### src/rtl/accum_arbiter.sv
`default_nettype none
// ============================================================================
// Module      : accum_arbiter
// Description : Two-requester round-robin arbiter in front of a burst
//               accumulator with a sticky carry-out flag.
// Revision    : 1.0 - initial release
// ============================================================================
module accum_arbiter #(
  parameter int WIDTH = 16,
  parameter int LEN_W = 4
) (
  input  logic             i_clk,
  input  logic             i_reset,
  input  logic [1:0]       i_req,
  input  logic [LEN_W-1:0] i_len0,
  input  logic [LEN_W-1:0] i_len1,
  output logic [1:0]       o_gnt,
  input  logic [WIDTH-1:0] i_in_data,
  input  logic             i_in_valid,
  output logic             o_in_ready,
  output logic [WIDTH-1:0] o_sum_out,
  output logic             o_ovf,
  output logic             o_done,
  output logic             o_done_id
);

  localparam logic [LEN_W-1:0] c_CNT_ONE = {{(LEN_W-1){1'b0}}, 1'b1};

  typedef enum logic [1:0] {
    IDLE  = 2'd0,
    ACCUM = 2'd1,
    DONE  = 2'd2
  } state_t;

  state_t           r_state;
  state_t           w_next;
  logic [1:0]       r_gnt;
  logic [LEN_W-1:0] r_cnt;
  logic [WIDTH-1:0] r_acc;
  logic             r_ovf;
  logic             r_ptr;
  logic             r_id;
  logic             w_win;
  logic             w_accept;
  logic [WIDTH:0]   w_add;

  // Contention goes to the requester that was not served last.
  assign w_win    = (i_req[0] & i_req[1]) ? ~r_ptr : i_req[1];
  assign w_accept = (r_state == ACCUM) && (r_cnt != '0) && i_in_valid;
  assign w_add    = {1'b0, r_acc} + {1'b0, i_in_data};

  always_ff @(posedge i_clk or posedge i_reset) begin
    if (i_reset) begin
      r_state <= IDLE;
    end else begin
      r_state <= w_next;
    end
  end

  always_comb begin
    w_next = r_state;
    case (r_state)
      IDLE: begin
        if (|i_req) begin
          w_next = ACCUM;
        end
      end
      ACCUM: begin
        // A zero-length burst completes without taking any operand.
        if (r_cnt == '0) begin
          w_next = DONE;
        end else if (i_in_valid && (r_cnt == c_CNT_ONE)) begin
          w_next = DONE;
        end
      end
      DONE: begin
        w_next = IDLE;
      end
      default: begin
        w_next = IDLE;
      end
    endcase
  end

  always_ff @(posedge i_clk or posedge i_reset) begin
    if (i_reset) begin
      r_gnt <= 2'b00;
      r_cnt <= '0;
      r_acc <= '0;
      r_ovf <= 1'b0;
      r_ptr <= 1'b1;
      r_id  <= 1'b0;
    end else begin
      case (r_state)
        IDLE: begin
          if (|i_req) begin
            r_gnt <= w_win ? 2'b10 : 2'b01;
            r_id  <= w_win;
            r_ptr <= w_win;
            r_cnt <= w_win ? i_len1 : i_len0;
            r_acc <= '0;
            r_ovf <= 1'b0;
          end
        end
        ACCUM: begin
          if (w_accept) begin
            r_acc <= w_add[WIDTH-1:0];
            r_ovf <= r_ovf | w_add[WIDTH];
            r_cnt <= r_cnt - c_CNT_ONE;
          end
        end
        DONE: begin
          r_gnt <= 2'b00;
        end
        default: begin
          r_gnt <= 2'b00;
        end
      endcase
    end
  end

  assign o_gnt      = r_gnt;
  assign o_in_ready = (r_state == ACCUM) && (r_cnt != '0);
  assign o_done     = (r_state == DONE);
  assign o_done_id  = r_id;
  assign o_sum_out  = r_acc;
  assign o_ovf      = r_ovf;

endmodule
`default_nettype wire

### config.mk
export PLATFORM = sky130hd
export DESIGN_NAME = accum_arbiter
export DESIGN_NICKNAME = d
export VERILOG_FILES = /design/src/rtl/accum_arbiter.sv
export SDC_FILE = /design/constraint.sdc
export NUM_CORES = 1
export LEC_CHECK = 0
export ABC_AREA = 1
export CORE_MARGIN = 2
export CORE_UTILIZATION = 45
export DETAILED_ROUTE_END_ITERATION = 12
export DONT_BUFFER_PORTS = 1
export MAX_ROUTING_LAYER = met4
export PLACE_DENSITY = 0.67
export SETUP_SLACK_MARGIN = 0.2
export SKIP_CTS_REPAIR_TIMING = 1
export SYNTH_ARGS = -nofsm -noshare
export SYNTH_HDL_FRONTEND = slang
export SYNTH_SLANG_ARGS = --single-unit
### constraint.sdc
create_clock -name i_clk -period 1.9 [get_ports i_clk]
set_input_delay 0 -clock i_clk [delete_from_list [all_inputs] [get_ports i_clk]]
set_output_delay 0 -clock i_clk [all_outputs]
set_load 0.01 [all_outputs]
==> flow_summary.toml <==
[status]
status = "finished with violations"
violations = "hold timing"

[routing]
wl_per_cell_um = 12.4
drt_iter0_drc = 140
drtPass1Iterations = 4
ant_nets = 0
routed_wl_mm = 5.06
drc_errors = 0
vias_per_cell = 4.82
vias = 1963

[finish]
final_core_util_pct = 55.9
nFillCells = 450
layout-drive-gt1-share_pct = 24.4
syn2layout_area_growth_pct = 19.5
diodes = 0
fin_cells = 407
final_nets = 389
final_cell_area_sq_um = 2640

[place]
place_hpwl_mm = 3.73
finalWeightedCongestion = 0.832
placed_cell_area_sq_um = 2300
placed_cells_incl_taps = 397
io_buffers = 0

[synthesis]
synth_top_family_by_area = "simple AND/OR/NAND/NOR gates"
async_flop_share_pct = 100
syn_area_per_cell_sq_um = 6.74
synth_mux_area_share_pct = 0
yosys-top-cells-count = "118 x nand2_1, 57 x inv_1, 26 x dfrtp_1"
yosys.area.top_type_share_pct = 29.4
synth_area_leaders = "dfrtp_1 29%, nand2_1 20%, ha_1 10%"
synth_area_sq_um = 2210
yosys_register_bits = 27
synth_compound_area_share_pct = 9.11
synth_xor_area_share_pct = 1.19
synth-simple-area-share_pct = 36.2
syn-num-nets = 376
yosys.area.top_type = "dfrtp_1"
ys_seq_area_share_pct = 30.6
synthAdderAreaFrac_pct = 11.1
syn_inst = 328
yosysMostFrequentCell = "nand2_1"
synth_edf_count = 0
synthFlopType = "dfrtp_1"
yosys_warnings = 0
yosysUniqueCellTypes = 25

[global_routing]
grt_use_total_pct = 18.9
grt_pass1_vias = 1759
grt_pass1_wl_mm = 7.85
antenna_found_initial = 0
grt_max_degree = 28
overflow = 0

[cts]
cts_tree = "yes"
htreeDepth = 1
cts-root-buf = "clkbuf_8"
numCtsBuffers = 3
cts_sinks = 27
cts_buffer_depth = 2
clock_latency_ps = 280
cts.clk_slew.worst_paths_ps = 110

[timing]
finalClockSkew_ps = 2.26
fin_crit_sh_pct = 90.1
holdWs_ps = -95.8
fin_crit_ps = 1710
setup_violations = 0
slew_headroom_pct = 76.0
hold_viol = 7
slew_viol_final = 0
setup_tns_ps = 0
tightest_slew_ps = 360
rsz0062_at_grt = "true"
max_freq_ghz = 0.584

[min_path]
min_path_cells = 2
worstHoldStart = "i_in_valid"
hold_end = "o_sum_out[4]"
hold_path.class = "input pin to register"

[floorplan]
die_w_um = 74.1
initial_core_util_pct = 46.8
die_h_um = 74.1
io_pins = 51
rows = 25
die_area_sq_um = 5490
core_area_sq_um = 4720

[critical_path]
critPathMaxStageDelay_ps = 370
path_cells = "ha_2 -> inv_2 -> fa_2 -> inv_2 -> nand2_2 -> nand2_4 -> nand3_2 -> nand2_2 -> nand2_2 -> nand2_1 -> nand2_1 -> nand3_1 -> nand2_1"
r2r_start = "o_sum_out[0]"
cp_data_required_time_ps = 2080
worstRegToRegCells = 13
r2r_end = "o_sum_out[14]"
path_class = "register to register"
slowest_stage = "dfrtp_1"
r2r_setup_slack_ps = 190
cp.arrival_ps = 1890
cp_max_fo = 4
cp-end-kind = "register"
critPathLaunchType = "register"

[pwr]
p_leak_nw = 1.38
power_density_nw_per_um2 = 1430
ir_drop_mv = 0.798

[flow_run]
maxCapViolCount = 0
## state kept, by name (all words and copies together) (netlist names)
name	flops
r_state	2
r_ptr	1
o_done_id	1
o_sum_out	16
r_cnt	4
o_gnt	2
o_ovf	1
## stage by stage
| stage | total power, mW | setup WS [ps] |
|---|---|---|
| after floorplan | 2.72 | 199 |
| after global placement | 3.07 | 197 |
| after detailed placement | 3.10 | 153 |
| after CTS | 3.46 | 143 |
| after global routing | 4.16 | 79.8 |
| final | 3.77 | 189 |
## report_power, final
group | total, mW | internal (mW) | switching, mW
Combinational | 2.27 | 0.899 | 1.37
Sequential | 1.14 | 0.831 | 0.307
Clock | 0.358 | 0.149 | 0.209
## metal layers
layer	vias up	wire (um)	global-route usage (%)
li1	1047	-	-
met1	867	2360	25.0
met2	47	2420	30.5
met3	2	248	3.66
met4	0	26	3.64
met5	-	0	-
## worst max-delay path: cells and delay by family, from the launching register on
kind          cells  cell delay, ps
fa+ha+maj         2             530
simple gates      9             600
buf+inv           2             110
flops             1             370
## cells by family after synthesis
logic type	Yosys count
buffers and inverters	62
flip-flops	27
AO/OA/AOI/OAI	36
adder cells (fa/ha/maj)	19
AND/OR/NAND/NOR	181
XOR/XNOR	3
## cell type report
class                      instances  area (sq um)  share of cell area, %
timing repair buffer               9          78.8                   2.98
multi-input combinational        239          1500                   56.8
clock buffer                       3          41.3                   1.56
sequential                        27           689                   26.1
clock inverter                     1          7.51                  0.284
inverter                          61           241                   9.14
tap                               67          83.8                   3.17
## layout by cell type (no fill, tap or decap), drive strengths merged
cell type	synthesis	layout
nand3b	3	3
buf	1	6
nand3	19	19
o31ai	2	2
nand2	132	132
o21ai	15	15
inv	61	61
o22ai	3	3
dfrtp	26	26
a21oi	14	14
clkbuf	0	3
ha	18	18
fa	1	1
xnor2	1	1
xor2	2	2
or2	3	3
nor2	20	20
a31oi	2	2
nor3	4	4
dlygate4sd3	0	3
clkinvlp	0	1
dfstp	1	1
## worst max-delay path by stage
| stage | startpoint | to | slack, ps | cells after the start |
|---|---|---|---|---|
| 2_1_floorplan | o_sum_out[0] | o_sum_out[14] | 200 | 13 |
| 3_3_place_gp | o_sum_out[0] | o_sum_out[14] | 200 | 13 |
| 3_5_place_dp | o_sum_out[0] | o_sum_out[12] | 150 | 13 |
| 4_1_cts | o_sum_out[0] | o_sum_out[12] | 140 | 13 |
| 5_1_grt | o_sum_out[0] | o_sum_out[10] | 80 | 13 |
| 6_report | o_sum_out[0] | o_sum_out[14] | 190 | 13 |
(Power assumes the default switching activity.)
